--- src/rtl/zynq_hp_pkg.sv ---
// Shared types and AXI constants for the Zynq HP burst master family.
// Also holds the 4 KB boundary helper used by the burst splitter.
package zynq_hp_pkg;

   typedef enum logic [2:0] {
      ST_IDLE,
      ST_ADDR,
      ST_DATA,
      ST_RESP,
      ST_DONE
   } state_e;

   localparam logic [1:0] AXI_BURST_INCR = 2'b01;
   localparam logic [3:0] AXI_CACHE      = 4'b0011;
   localparam logic [1:0] AXI_RESP_OKAY  = 2'b00;

   // Beats that fit between addr and the next 4 KB page boundary.
   function automatic logic [12:0] beats_to_4k(input logic [11:0] addr_lo, input int size_log2);
      logic [12:0] bytes_left;
      bytes_left = 13'h1000 - {1'b0, addr_lo};
      return bytes_left >> size_log2;
   endfunction

endpackage

--- src/rtl/zynq_hp_burst_splitter.sv ---
// Address / remaining-beat counters and burst sizing: each burst is the
// minimum of what is left, the max burst length and the room to 4 KB.
module zynq_hp_burst_splitter
   import zynq_hp_pkg::*;
#(
   parameter int addr_width_p    = 32,
   parameter int beats_width_p   = 16,
   parameter int size_log2_p     = 3,
   parameter int max_burst_len_p = 16
) (
   input  logic                     clk_i,
   input  logic                     load_i,
   input  logic [addr_width_p-1:0]  load_addr_i,
   input  logic [beats_width_p-1:0] load_beats_i,
   input  logic                     advance_i,
   output logic [addr_width_p-1:0]  addr_o,
   output logic [8:0]               burst_beats_o,
   output logic                     last_burst_o
);

   localparam int cw_lp = (beats_width_p > 13) ? beats_width_p : 13;
   localparam logic [addr_width_p-1:0] align_mask_lp = {addr_width_p{1'b1}} << size_log2_p;

   logic [addr_width_p-1:0]  addr_q;
   logic [beats_width_p-1:0] remaining_q;
   logic [cw_lp-1:0]         rem_ext;
   logic [cw_lp-1:0]         to_4k;
   logic [cw_lp-1:0]         sized;

   always_comb begin
      rem_ext = cw_lp'(remaining_q);
      to_4k   = cw_lp'(beats_to_4k(addr_q[11:0], size_log2_p));
      sized   = rem_ext;
      if (cw_lp'(max_burst_len_p) < sized) sized = cw_lp'(max_burst_len_p);
      if (to_4k < sized) sized = to_4k;
      burst_beats_o = 9'(sized);
      last_burst_o  = (rem_ext == sized);
   end

   // Counters carry no control meaning outside a transfer, so they are not reset.
   always_ff @(posedge clk_i) begin
      if (load_i) begin
         addr_q      <= load_addr_i & align_mask_lp;
         remaining_q <= load_beats_i;
      end else if (advance_i) begin
         addr_q      <= addr_q + (addr_width_p'(burst_beats_o) << size_log2_p);
         remaining_q <= remaining_q - beats_width_p'(burst_beats_o);
      end
   end

   assign addr_o = addr_q;

endmodule

--- src/rtl/zynq_hp_burst_master.sv ---
// AXI4 HP-port burst master: one command at a time, split into INCR bursts,
// with combinational write/read stream pass-through and a sticky error flag.
module zynq_hp_burst_master
   import zynq_hp_pkg::*;
#(
   parameter int axi_data_width_p = 64,
   parameter int axi_addr_width_p = 32,
   parameter int axi_id_width_p   = 6,
   parameter int max_burst_len_p  = 16,
   parameter int beats_width_p    = 16
) (
   input  logic                          clk_i,
   input  logic                          reset_i,
   input  logic                          cmd_v_i,
   output logic                          cmd_ready_o,
   input  logic                          cmd_write_i,
   input  logic [axi_addr_width_p-1:0]   cmd_addr_i,
   input  logic [beats_width_p-1:0]      cmd_beats_i,
   input  logic [axi_data_width_p-1:0]   wdata_i,
   input  logic                          wdata_v_i,
   output logic                          wdata_ready_o,
   output logic [axi_data_width_p-1:0]   rdata_o,
   output logic                          rdata_v_o,
   input  logic                          rdata_ready_i,
   output logic                          done_v_o,
   output logic                          done_err_o,
   output logic [axi_addr_width_p-1:0]   m_axi_awaddr_o,
   output logic [7:0]                    m_axi_awlen_o,
   output logic [2:0]                    m_axi_awsize_o,
   output logic [1:0]                    m_axi_awburst_o,
   output logic                          m_axi_awvalid_o,
   input  logic                          m_axi_awready_i,
   output logic [axi_data_width_p-1:0]   m_axi_wdata_o,
   output logic [axi_data_width_p/8-1:0] m_axi_wstrb_o,
   output logic                          m_axi_wlast_o,
   output logic                          m_axi_wvalid_o,
   input  logic                          m_axi_wready_i,
   input  logic                          m_axi_bvalid_i,
   input  logic [1:0]                    m_axi_bresp_i,
   output logic                          m_axi_bready_o,
   output logic [axi_addr_width_p-1:0]   m_axi_araddr_o,
   output logic [7:0]                    m_axi_arlen_o,
   output logic [2:0]                    m_axi_arsize_o,
   output logic [1:0]                    m_axi_arburst_o,
   output logic                          m_axi_arvalid_o,
   input  logic                          m_axi_arready_i,
   input  logic [axi_data_width_p-1:0]   m_axi_rdata_i,
   input  logic [1:0]                    m_axi_rresp_i,
   input  logic                          m_axi_rlast_i,
   input  logic                          m_axi_rvalid_i,
   output logic                          m_axi_rready_o,
   output logic [axi_id_width_p-1:0]     m_axi_awid_o,
   output logic                          m_axi_awlock_o,
   output logic [3:0]                    m_axi_awcache_o,
   output logic [2:0]                    m_axi_awprot_o,
   output logic [3:0]                    m_axi_awqos_o,
   output logic [axi_id_width_p-1:0]     m_axi_arid_o,
   output logic                          m_axi_arlock_o,
   output logic [3:0]                    m_axi_arcache_o,
   output logic [2:0]                    m_axi_arprot_o,
   output logic [3:0]                    m_axi_arqos_o,
   output logic [axi_id_width_p-1:0]     m_axi_wid_o
);

   localparam int size_log2_lp = $clog2(axi_data_width_p / 8);

   state_e      state_q, state_n;
   logic        err_q, err_n;
   logic        write_q;
   logic [8:0]  beat_q, beat_n;
   logic        load, advance, beat_last, last_burst;
   logic [8:0]  burst_beats;
   logic [axi_addr_width_p-1:0] burst_addr;

   // Burst end is taken from the internal beat count; rlast is ignored.
   logic unused_rlast;
   assign unused_rlast = m_axi_rlast_i;

   zynq_hp_burst_splitter #(
      .addr_width_p    (axi_addr_width_p),
      .beats_width_p   (beats_width_p),
      .size_log2_p     (size_log2_lp),
      .max_burst_len_p (max_burst_len_p)
   ) splitter (
      .clk_i         (clk_i),
      .load_i        (load),
      .load_addr_i   (cmd_addr_i),
      .load_beats_i  (cmd_beats_i),
      .advance_i     (advance),
      .addr_o        (burst_addr),
      .burst_beats_o (burst_beats),
      .last_burst_o  (last_burst)
   );

   always_ff @(posedge clk_i) begin
      if (reset_i) begin
         state_q <= ST_IDLE;
         err_q   <= 1'b0;
      end else begin
         state_q <= state_n;
         err_q   <= err_n;
      end
   end

   always_ff @(posedge clk_i) begin
      if (load) write_q <= cmd_write_i;
      beat_q <= beat_n;
   end

   always_comb begin
      state_n         = state_q;
      err_n           = err_q;
      beat_n          = beat_q;
      load            = 1'b0;
      advance         = 1'b0;
      cmd_ready_o     = 1'b0;
      m_axi_awvalid_o = 1'b0;
      m_axi_arvalid_o = 1'b0;
      m_axi_wvalid_o  = 1'b0;
      m_axi_wlast_o   = 1'b0;
      wdata_ready_o   = 1'b0;
      m_axi_bready_o  = 1'b0;
      rdata_v_o       = 1'b0;
      m_axi_rready_o  = 1'b0;
      done_v_o        = 1'b0;
      beat_last       = (beat_q == burst_beats - 9'd1);
      case (state_q)
         ST_IDLE: begin
            cmd_ready_o = ~reset_i;
            if (cmd_v_i) begin
               load    = 1'b1;
               err_n   = 1'b0;
               state_n = (cmd_beats_i == '0) ? ST_DONE : ST_ADDR;
            end
         end
         ST_ADDR: begin
            m_axi_awvalid_o = write_q;
            m_axi_arvalid_o = ~write_q;
            if (write_q ? m_axi_awready_i : m_axi_arready_i) begin
               state_n = ST_DATA;
               beat_n  = 9'd0;
            end
         end
         ST_DATA: begin
            if (write_q) begin
               m_axi_wvalid_o = wdata_v_i;
               wdata_ready_o  = m_axi_wready_i;
               m_axi_wlast_o  = beat_last;
               if (wdata_v_i && m_axi_wready_i) begin
                  if (beat_last) state_n = ST_RESP;
                  else           beat_n  = beat_q + 9'd1;
               end
            end else begin
               rdata_v_o      = m_axi_rvalid_i;
               m_axi_rready_o = rdata_ready_i;
               if (m_axi_rvalid_i && rdata_ready_i) begin
                  err_n = err_q | (m_axi_rresp_i != AXI_RESP_OKAY);
                  if (beat_last) begin
                     advance = 1'b1;
                     state_n = last_burst ? ST_DONE : ST_ADDR;
                  end else begin
                     beat_n = beat_q + 9'd1;
                  end
               end
            end
         end
         ST_RESP: begin
            m_axi_bready_o = 1'b1;
            if (m_axi_bvalid_i) begin
               err_n   = err_q | (m_axi_bresp_i != AXI_RESP_OKAY);
               advance = 1'b1;
               state_n = last_burst ? ST_DONE : ST_ADDR;
            end
         end
         ST_DONE: begin
            done_v_o = 1'b1;
            state_n  = ST_IDLE;
         end
         default: state_n = ST_IDLE;
      endcase
   end

   assign done_err_o      = err_q;
   assign m_axi_wdata_o   = wdata_i;
   assign rdata_o         = m_axi_rdata_i;
   assign m_axi_wstrb_o   = {(axi_data_width_p/8){1'b1}};
   assign m_axi_awaddr_o  = burst_addr;
   assign m_axi_araddr_o  = burst_addr;
   assign m_axi_awlen_o   = 8'(burst_beats - 9'd1);
   assign m_axi_arlen_o   = 8'(burst_beats - 9'd1);
   assign m_axi_awsize_o  = 3'(size_log2_lp);
   assign m_axi_arsize_o  = 3'(size_log2_lp);
   assign m_axi_awburst_o = AXI_BURST_INCR;
   assign m_axi_arburst_o = AXI_BURST_INCR;
   assign m_axi_awid_o    = '0;
   assign m_axi_arid_o    = '0;
   assign m_axi_wid_o     = '0;
   assign m_axi_awlock_o  = 1'b0;
   assign m_axi_arlock_o  = 1'b0;
   assign m_axi_awcache_o = AXI_CACHE;
   assign m_axi_arcache_o = AXI_CACHE;
   assign m_axi_awprot_o  = 3'b000;
   assign m_axi_arprot_o  = 3'b000;
   assign m_axi_awqos_o   = 4'b0000;
   assign m_axi_arqos_o   = 4'b0000;

endmodule
--- config.mk ---
export PLATFORM = sky130hd
export DESIGN_NAME = zynq_hp_burst_master
export DESIGN_NICKNAME = d
export VERILOG_FILES = /design/src/rtl/zynq_hp_pkg.sv /design/src/rtl/zynq_hp_burst_splitter.sv /design/src/rtl/zynq_hp_burst_master.sv
export SDC_FILE = /design/constraint.sdc
export NUM_CORES = 1
export LEC_CHECK = 0
export BUFFER_PORTS_ARGS = -buffer_cell sky130_fd_sc_hd__buf_2
export CORE_AREA = 5 5 180 182
export CTS_CLUSTER_SIZE = 10
export DETAILED_ROUTE_END_ITERATION = 8
export DIE_AREA = 0 0 185 187
export GPL_ROUTABILITY_DRIVEN = 0
export GPL_TIMING_DRIVEN = 0
export HOLD_SLACK_MARGIN = 0.08
export PLACE_DENSITY = 0.54
export RECOVER_POWER = 100
export SLEW_MARGIN = 40
export SYNTH_ARGS = -nofsm -noshare
export SYNTH_HDL_FRONTEND = slang
export SYNTH_SLANG_ARGS = --single-unit
--- constraint.sdc ---
create_clock -name clk_i -period 11.1 [get_ports clk_i]
set_clock_uncertainty 0.2 [all_clocks]
set_input_delay 1.11 -clock clk_i [delete_from_list [all_inputs] [get_ports clk_i]]
set_output_delay 1.11 -clock clk_i [all_outputs]
set_load 0.005 [all_outputs]
==> impl_metrics.yaml, run 1 <==
final_layout:
  final_common_cell: "buf_2"
  fillers: 3323
  area_delta_synth_final_pct: 30.0
  finalNonFillerCells: 1717
  final_util_pct: 32.4
  post_route_cells_drive_above_1_share_pct: 35.0
  most-common-layout-cells: "193 x buf_2, 121 x clkbuf_4, 114 x clkbuf_1, 108 x buf_4, 95 x nand2_1"
  fin_nets: 1533
setup_path:
  r2r_setup_slack_ns: 1.87
  cp-end-kind: "flop"
  cp.arrival_ns: 8.98
  start_kind: "flop"
  critical_path_class: "reg2reg"
  crit_required_ns: 10.85
  crit_fanout: 40
power_and_ir_drop:
  design_power_total_uw: 3010
  ir_drop_v: 0.000139
  switching_share_pct: 49.4
  clkPwrFrac_pct: 8.6
  p_int_uw: 1520
  p_leak_uw: 0.00453
  switchingPower_uw: 1490
  p_per_area_mw_per_mm2: 305
  pwr-share-seq_pct: 19.2
  combPwrFrac_pct: 72.2
global_route:
  grt_first_pass_wirelength_um: 41100
  grt_use_total_pct: 14.8
  grt_overflow: 0
  antenna_found_initial: 4
  grt_max_degree: 41
  grt_pass1_vias: 7296
logic_synthesis:
  synth-seq-area-share_pct: 22.8
  synthArstFlopShare_pct: 0
  yosysWarnings: 0
  synth_edf_count: 55
  syn_inst: 960
  ys_ff_latch: 59
  synthFlopType: "edfxtp_1"
  synth.distinct_cells: 81
  synth_area_per_cell_um2: 7.90
  synth_area_mm2: 0.00758
worst_hold_path:
  hold_path_class: "reg2reg"
cts:
  insertion_delay_ns: 0.35
  clk_pin_slew_ns: 0.06
  post_cts_resized: 0
  root_buffer: "clkbuf_16"
  cts_made_buffers: 9
  max-clock-path-buffers: 2
  holdBufCountCts: 0
  h-tree-depth: 3
  cts_tree: "built"
  post_cts.repair.setup_buffers: 0
  clock-sinks: 59
timing:
  tns_ns: 0
  worst_pin_slew_ns: 1.35
  setup_violations: 0
  fin_crit_sh_pct: 83.1
  layout_min_cycle_time_ns: 9.23
  hold_viol: 0
  fmax_ghz: 0.108
  rsz0062_at_grt: "no"
  slew_headroom_pct: 9.35
  drv_slew: 0
floorplanning:
  core_mm2: 0.0304
  die_w_um: 185
  initial_core_util_pct: 24.9
  ios: 471
  die_area_mm2: 0.0346
  fp-row-count: 64
  die_h_um: 187
drt:
  wirelength_um: 27300
  first_pass_iters: 5
  via_per_inst: 4.44
  vias: 7628
  drtAntennaViolNets: 0
  drc: 0
  wl_per_cell_um: 15.9
  drtIter0Drc: 356
placed_design:
  dp_hpwl_um: 22500
  placedCellCount: 1698
  io_buffers: 272
run_status:
  status: "finished, final reports clean"
run:
  max_cap_viol_count: 0
[through the flow]
| stage | hold slack (ns) | cell area, um^2 | setup slack (ns) |
|---|---|---|---|
| floorplan | 0.298 | 7840 | 3.74 |
| global placement | 0.301 | 9700 | 1.60 |
| detailed placement | 0.300 | 9730 | 2.49 |
| CTS | 0.313 | 9990 | 2.06 |
| global route | 0.370 | 9850 | 0.938 |
| finish | 0.313 | 9860 | 1.87 |
[worst max-delay path, cell delays in order (launching register included)]
cell	delay [ns]
edfxtp_1	0.46
clkbuf_1	0.26
inv_1	0.16
ha_1	0.29
nor3b_1	0.73
xnor2_1	0.30
inv_2	0.17
ha_1	0.24
a211oi_1	0.40
o21a_1	0.21
nand4_1	0.18
a21oi_1	0.29
clkbuf_1	0.43
clkbuf_1	0.44
o21a_1	0.34
ha_1	0.35
nor3b_1	0.29
a32oi_1	0.16
o21a_1	0.24
nor3_1	0.51
o21ba_2	0.21
o2111a_1	0.20
nand4_1	0.31
nor4_1	0.35
a211o_4	0.20
clkbuf_2	0.85
[per-layer routing]
metal / vias to the layer above / global-route usage (%) / wire [um]
met5: - / 0 / 14
met4: 4 / 3.11 / 332
met3: 34 / 3.21 / 2180
met2: 336 / 26.6 / 13800
met1: 3471 / 18.0 / 11000
li1: 3783 / - / -
[kinds of logic (layout without fill, tap and decap cells)]
| kind of cell | count (synthesis) | count (layout) | synth area share (%) |
|---|---|---|---|
| muxes | 29 | 29 | 3.95 |
| DFF | 59 | 59 | 22.8 |
| AOI/OAI and AO/OA | 168 | 168 | 14.9 |
| xor gates and xnor gates | 43 | 43 | 5.15 |
| adders and majority gates | 28 | 28 | 4.79 |
| other | 2 | 73 | 0.0991 |
| buffers and inverters | 305 | 595 | 26.8 |
| and+or+nand+nor | 326 | 326 | 21.5 |
[state kept, by name, summed over array words and instances (netlist names)]
register / cells
beat_q: 9
done_err_o: 1
splitter.addr_o: 29
splitter.rem_ext: 16
state_q: 3
write_q: 1
[worst paths after layout]
kind / startpoint / endpoint / depth (start not counted)
max: splitter.addr_o[3]$_DFFE_PP_ / splitter.addr_o[5]$_DFFE_PP_ / 25
min: done_err_o$_SDFFE_PP0P_ / done_err_o$_SDFFE_PP0P_ / 2
max reg2reg: splitter.addr_o[3]$_DFFE_PP_ / splitter.addr_o[5]$_DFFE_PP_ / 25
min reg2reg: done_err_o$_SDFFE_PP0P_ / done_err_o$_SDFFE_PP0P_ / 2
[final cells by class]
cell class | instances | area, um^2 | share of cell area (%)
tap | 396 | 495 | 5.03
buffer | 268 | 1880 | 19.1
clock buffer | 10 | 229 | 2.32
timing repair buffer | 274 | 1280 | 13.0
sequential | 59 | 1730 | 17.6
inverter | 37 | 139 | 1.41
clock inverter | 6 | 32.5 | 0.330
antenna | 2 | 5.00 | 0.0508
multi-input combinational | 665 | 4060 | 41.2
[power groups by stage]
stage | Clock (uW) | Sequential (uW) | Combinational, uW
2_1_floorplan | 0 | 530 | 1580
3_3_place_gp | 0 | 586 | 2190
3_5_place_dp | 0 | 582 | 2220
4_1_cts | 264 | 580 | 2230
5_1_grt | 272 | 600 | 2420
6_report | 258 | 579 | 2170
[Yosys cell counts, types with 8 or more instances]
cell / instances / area (um^2)
nand2_1: 95 / 357
nand2b_1: 8 / 50.1
o21ai_0: 31 / 155
inv_1: 35 / 131
o21a_1: 9 / 67.6
nand4_1: 12 / 75.1
nor3_1: 41 / 205
a211oi_1: 12 / 90.1
xor2_1: 14 / 123
clkbuf_1: 31 / 116
ha_1: 25 / 313
edfxtp_1: 55 / 1650
mux2i_1: 22 / 220
a21oi_1: 47 / 235
nand3_1: 31 / 155
and2_1: 16 / 100
buf_4: 231 / 1730
and3_1: 8 / 50.1
xnor2_1: 28 / 245
nor2_1: 66 / 248
nor4_1: 10 / 62.6
No activity file was read; power rests on OpenSTA's default activity.
==> inputs of run 2 (changes only) <==
--- a/config.mk
+++ b/config.mk
@@ -5,15 +5,16 @@
 export SDC_FILE = /design/constraint.sdc
 export NUM_CORES = 1
 export LEC_CHECK = 0
+export ABC_AREA = 1
 export BUFFER_PORTS_ARGS = -buffer_cell sky130_fd_sc_hd__buf_2
-export CORE_AREA = 5 5 180 182
+export CORE_AREA = 5 5 181 183
 export CTS_CLUSTER_SIZE = 10
 export DETAILED_ROUTE_END_ITERATION = 8
-export DIE_AREA = 0 0 185 187
+export DIE_AREA = 0 0 186 188
 export GPL_ROUTABILITY_DRIVEN = 0
 export GPL_TIMING_DRIVEN = 0
 export HOLD_SLACK_MARGIN = 0.08
-export PLACE_DENSITY = 0.54
+export PLACE_DENSITY = 0.53
 export RECOVER_POWER = 100
 export SLEW_MARGIN = 40
 export SYNTH_ARGS = -nofsm -noshare
==> constraint.sdc (replaced) <==
create_clock -name clk_i -period 8.6 [get_ports clk_i]
set_clock_uncertainty 0.2 [all_clocks]
set_input_delay 0.86 -clock clk_i [delete_from_list [all_inputs] [get_ports clk_i]]
set_output_delay 0.86 -clock clk_i [all_outputs]
set_load 0.005 [all_outputs]
==> impl_metrics.yaml, run 2 <==
run_status:
  status: "finished, final reports clean"
cts:
  holdBufCountCts: 0
  cts_tree: "built"
  clock-sinks: 59
  h-tree-depth: 3
  max-clock-path-buffers: 2
  cts_made_buffers: 9
  post_cts.repair.setup_buffers: 0
  post_cts_resized: 0
  root_buffer: "clkbuf_16"
  insertion_delay_ns: 0.35
  clk_pin_slew_ns: 0.05
timing:
  setup_violations: 0
  tns_ns: 0
  fin_ws_ns: 1.77
  fmax_ghz: 0.146
  fin_crit_sh_pct: 79.4
  rsz0062_at_grt: "no"
  drv_slew: 0
  hold_viol: 0
  worst_pin_slew_ns: 0.952
  slew_headroom_pct: 36.6
  layout_min_cycle_time_ns: 6.83
drt:
  drtIter0Drc: 374
  first_pass_iters: 5
  drtAntennaViolNets: 0
  wl_per_cell_um: 13.5
  wirelength_um: 24800
  drc: 0
  vias: 7483
  via_per_inst: 4.06
placed_design:
  placedCellCount: 1823
  dp_slack_ns: 3.03
  dp_hpwl_um: 21200
  io_buffers: 272
logic_synthesis:
  synth_edf_count: 55
  yosysWarnings: 0
  yosysTopAreaCell: "buf_4"
  synthArstFlopShare_pct: 0
  synth.area.top_cells: "buf_4 23%, edfxtp_1 22%, nand2_1 13%, inv_1 5.9%, nand3_1 5.8%"
  muxShareOfSynthArea_pct: 0
  synth_top_area_share_pct: 23.4
  synth_area_mm2: 0.00741
  synth_area_per_cell_um2: 6.86
  syn_inst: 1079
  synthTopCellsByCount: "259 x nand2_1, 231 x buf_4, 117 x inv_1"
  yosys.area_share.adder_pct: 4.76
  synth-seq-area-share_pct: 23.4
  synth_compound_area_share_pct: 6.62
  synth_top_family_by_area: "simple AND/OR/NAND/NOR gates"
  synth.distinct_cells: 52
  synthFlopType: "edfxtp_1"
  synthSimpleGateAreaFrac_pct: 31.4
  ys_ff_latch: 59
  synth_xor_area_share_pct: 3.16
  yosysMostFrequentCell: "nand2_1"
power_and_ir_drop:
  ir_drop_v: 0.000129
  p_leak_uw: 0.00503
  design_power_total_uw: 3620
  p_per_area_mw_per_mm2: 373
setup_path:
  cp.arrival_ns: 5.77
  crit_fanout: 10
  start_kind: "flop"
  crit_required_ns: 7.54
  cp-end-kind: "primary output"
  cp_slowest_stage_delay_ns: 0.72
  cpMaxStageDelayCell: "clkbuf_1"
  crit_path_frequent_cell: "nand2_1"
  critical_path_class: "reg2out"
worst_hold_path:
  hold_path_class: "reg2reg"
floorplanning:
  fp-row-count: 65
  die_h_um: 188
  core_mm2: 0.0311
  die_w_um: 186
  die_area_mm2: 0.0350
  ios: 471
  initial_core_util_pct: 23.8
final_layout:
  area_delta_synth_final_pct: 31.1
  most-common-layout-cells: "266 x nand2_1, 208 x buf_2, 135 x clkbuf_4, 117 x inv_1, 96 x buf_4"
  fin_nets: 1651
  largest_reg_flops: 29
  final_common_cell: "nand2_1"
  post_route_cells_drive_above_1_share_pct: 33.8
  finalNonFillerCells: 1842
global_route:
  grt_use_total_pct: 13.3
  grt_max_degree: 34
  grt_overflow: 0
  grt_first_pass_wirelength_um: 37400
  grt_pass1_vias: 7239
  antenna_found_initial: 3
run:
  max_cap_viol_count: 0
run 2: cell count changes in the layout (fill, tap and decap cells not counted), moves of 12 or more:
cell	previous run	this run
clkbuf_4	121	135
mux2i_1	22	0
nor2_1	66	88
inv_1	35	117
buf_2	193	208
a21oi_1	47	27
nand3_1	31	87
nor3_1	41	17
nand2_1	95	266
buf_4	108	96
clkbuf_1	114	74
xnor2_1	28	7
and2_1	16	0
run 2: critical path, delay by kind of cell, from the launching register on:
family / cells / cell delay, ns
AND/OR/NAND/NOR: 18 / 2.95
buffers and inverters: 2 / 0.87
flip-flops: 1 / 0.53
adder cells (fa/ha/maj): 2 / 0.52
AO/OA/AOI/OAI: 2 / 0.39
XOR/XNOR: 1 / 0.15
run 2: through the flow:
stage | hold WS [ns] | instance area (um^2) | utilization, %
floorplan | 0.248 | 7670 | -
global placement | 0.247 | 9530 | 30.7
detailed placement | 0.246 | 9570 | 30.8
CTS | 0.254 | 9890 | 31.8
global route | 0.279 | 9710 | 31.3
finish | 0.254 | 9710 | 31.3
run 2: final cells by class:
type / instances / area (um^2)
clock buffers: 11 / 243
multi-input cells: 726 / 3610
clock inverters: 5 / 77.6
flip-flops and latches: 59 / 1730
inverters: 120 / 452
repair buffers: 273 / 1300
fillers: 3435 / 21400
plain buffers: 243 / 1790
diodes: 3 / 7.51
well taps: 402 / 503
run 2: logic make-up after synthesis:
family	Yosys count
adder cells (fa/ha/maj)	27
XOR/XNOR	25
AO/OA/AOI/OAI	87
buffers and inverters	363
AND/OR/NAND/NOR	516
other	2
flip-flops	59
run 2: worst paths after layout:
check	start	to	slack, ns	depth (start not counted)
max	splitter.addr_o[5]$_DFFE_PP_	m_axi_wlast_o	1.77	25
min	done_err_o$_SDFFE_PP0P_	done_err_o$_SDFFE_PP0P_	0.25	2
max reg2reg	splitter.addr_o[5]$_DFFE_PP_	splitter.addr_o[14]$_DFFE_PP_	2.14	26
min reg2reg	done_err_o$_SDFFE_PP0P_	done_err_o$_SDFFE_PP0P_	0.25	2
run 2: metal layers:
metal | GRT usage, % | up-vias | share of wire [%] | wire length (um)
met5 | 0 | - | 0 | 0
met4 | 3.98 | 0 | 1.9 | 471
met3 | 1.96 | 26 | 7.0 | 1750
met2 | 23.2 | 297 | 49 | 12000
met1 | 17.0 | 3286 | 43 | 10600
li1 | - | 3874 | - | -
run 2: power by group:
group	switching [uW]	total [uW]	internal (uW)
Combinational	1520	2480	963
Sequential	180	733	553
Clock	140	401	261
==> inputs of run 3 (changes only) <==
--- a/config.mk
+++ b/config.mk
@@ -7,14 +7,14 @@
 export LEC_CHECK = 0
 export ABC_AREA = 1
 export BUFFER_PORTS_ARGS = -buffer_cell sky130_fd_sc_hd__buf_2
-export CORE_AREA = 5 5 181 183
+export CORE_AREA = 5 5 179 181
 export CTS_CLUSTER_SIZE = 10
 export DETAILED_ROUTE_END_ITERATION = 8
-export DIE_AREA = 0 0 186 188
+export DIE_AREA = 0 0 184 186
 export GPL_ROUTABILITY_DRIVEN = 0
 export GPL_TIMING_DRIVEN = 0
 export HOLD_SLACK_MARGIN = 0.08
-export PLACE_DENSITY = 0.53
+export PLACE_DENSITY = 0.56
 export RECOVER_POWER = 100
 export SLEW_MARGIN = 40
 export SYNTH_ARGS = -nofsm -noshare
==> constraint.sdc (replaced) <==
create_clock -name clk_i -period 5.71 [get_ports clk_i]
set_clock_uncertainty 0.2 [all_clocks]
set_input_delay 0.571 -clock clk_i [delete_from_list [all_inputs] [get_ports clk_i]]
set_output_delay 0.571 -clock clk_i [all_outputs]
set_load 0.005 [all_outputs]
==> impl_metrics.yaml, run 3 (synthesized netlist as in run 2, its figures left out) <==
final_layout:
  antennaDiodeCount: 0
  area_delta_synth_final_pct: 31.6
  post_route_cells_drive_above_1_share_pct: 32.9
  largest_reg_flops: 29
  most-common-layout-cells: "264 x nand2_1, 180 x buf_2, 137 x buf_4, 116 x inv_1, 101 x clkbuf_1"
  final_common_cell: "nand2_1"
  fin_nets: 1657
power_and_ir_drop:
  p_int_uw: 2680
  switchingPower_uw: 2800
  ir_drop_v: 0.000224
  combPwrFrac_pct: 70.2
  clkPwrFrac_pct: 10.0
  p_per_area_mw_per_mm2: 562
  pwr-share-seq_pct: 19.8
  p_leak_uw: 0.00498
  switching_share_pct: 51.1
setup_path:
  crit_buf_inv: 6
  critical_path_class: "reg2out"
  cp_slowest_stage_delay_ns: 0.49
  path_depth: 30
  cpMaxStageDelayCell: "edfxtp_1"
  crit_family: "simple AND/OR/NAND/NOR gates"
  crit_fanout: 10
  reg2reg_depth: 32
  r2r_setup_slack_ns: 0.57
  cp-end-kind: "primary output"
  cp-endpoint: "m_axi_wlast_o"
  r2r-end: "splitter.addr_o[31]$_DFFE_PP_"
  r2r-start: "splitter.addr_o[3]$_DFFE_PP_"
  cp.arrival_ns: 4.46
  crit_path_frequent_cell: "nand2_1"
  startpoint: "splitter.addr_o[3]$_DFFE_PP_"
  start_kind: "flop"
  crit_required_ns: 4.94
timing:
  hold_ws_ns: 0.242
  fmax_ghz: 0.191
  hold_viol: 0
  layout_min_cycle_time_ns: 5.23
  setup_violations: 0
  tns_ns: 0
  slew_headroom_pct: 39.3
  worst_pin_slew_ns: 0.910
  rsz0062_at_grt: "no"
  fin_crit_sh_pct: 91.6
  drv_slew: 0
drt:
  drtAntennaViolNets: 0
  drc: 0
  wirelength_um: 24700
  drtIter0Drc: 310
  wl_per_cell_um: 13.4
  first_pass_iters: 5
  via_per_inst: 4.10
  vias: 7542
floorplanning:
  die_area_mm2: 0.0342
  core_mm2: 0.0303
  fp-row-count: 64
  initial_core_util_pct: 24.5
  ios: 471
  die_w_um: 184
  die_h_um: 186
placed_design:
  dp_hpwl_um: 21100
  io_buffers: 272
cts:
  clock-sinks: 59
  root_buffer: "clkbuf_16"
  max-clock-path-buffers: 2
  clk_pin_slew_ns: 0.06
  cts_made_buffers: 9
  h-tree-depth: 3
  holdBufCountCts: 0
  cts_tree: "built"
  insertion_delay_ns: 0.33
global_route:
  grt_use_total_pct: 13.0
  grt_overflow: 0
  grt_pass1_vias: 6869
  grt_max_degree: 34
  antenna_found_initial: 1
  grt_first_pass_wirelength_um: 35700
run_status:
  status: "finished, final reports clean"
worst_hold_path:
  hold_path_class: "in2reg"
run:
  max_cap_viol_count: 0
[run 3: per-stage QoR]
step,setup slack (ns),std cells,utilization [%],power [uW],instance area [um^2]
after floorplan,0.185,1148,-,3800,7670
after global placement,-1.43,1816,31.5,4970,9520
after detailed placement,0.246,1817,31.6,5020,9560
after CTS,0.140,1833,32.6,5600,9850
after global routing,0.0125,1839,32.2,6070,9750
final,0.481,1839,32.2,5480,9750
[run 3: area by class of cell]
cell class / count / area [um^2]
buffer: 243 / 1810
inverter: 120 / 452
clock inverter: 7 / 68.8
sequential: 59 / 1730
clock buffer: 9 / 225
timing repair buffer: 279 / 1300
fill: 3363 / 20500
multi-input combinational: 726 / 3670
tap: 396 / 495
[run 3: worst min path at each step]
stage	startpoint	to	slack [ns]	cells past startpoint
4_1_cts	reset_i	done_err_o$_SDFFE_PP0P_	0.23	2
3_5_place_dp	done_err_o$_SDFFE_PP0P_	done_err_o$_SDFFE_PP0P_	0.25	2
5_1_grt	reset_i	done_err_o$_SDFFE_PP0P_	0.25	2
3_3_place_gp	done_err_o$_SDFFE_PP0P_	done_err_o$_SDFFE_PP0P_	0.24	2
2_1_floorplan	done_err_o$_SDFFE_PP0P_	done_err_o$_SDFFE_PP0P_	0.25	2
6_report	reset_i	done_err_o$_SDFFE_PP0P_	0.24	2
[run 3: per-layer routing]
metal  vias up  part of all wire (%)  global-route usage, %
li1       3873                     -                      -
met1      3345                    42                   17.1
met2       304                    49                   22.5
met3        18                   7.3                   2.09
met4         2                   1.1                   2.75
met5         -                 0.053                      0
[run 3: power by group through the flow]
stage	clock network, uW	logic [uW]	registers [uW]
CTS	563	3940	1100
global route	575	4370	1120
floorplan	0	2780	1030
finish	546	3840	1090
global placement	0	3850	1120
detailed placement	0	3920	1110
[run 3: timing repair]
item,in CTS,in global routing
setup buffers,0,6
setup endpoints to repair,0,37
gates resized for setup,0,4
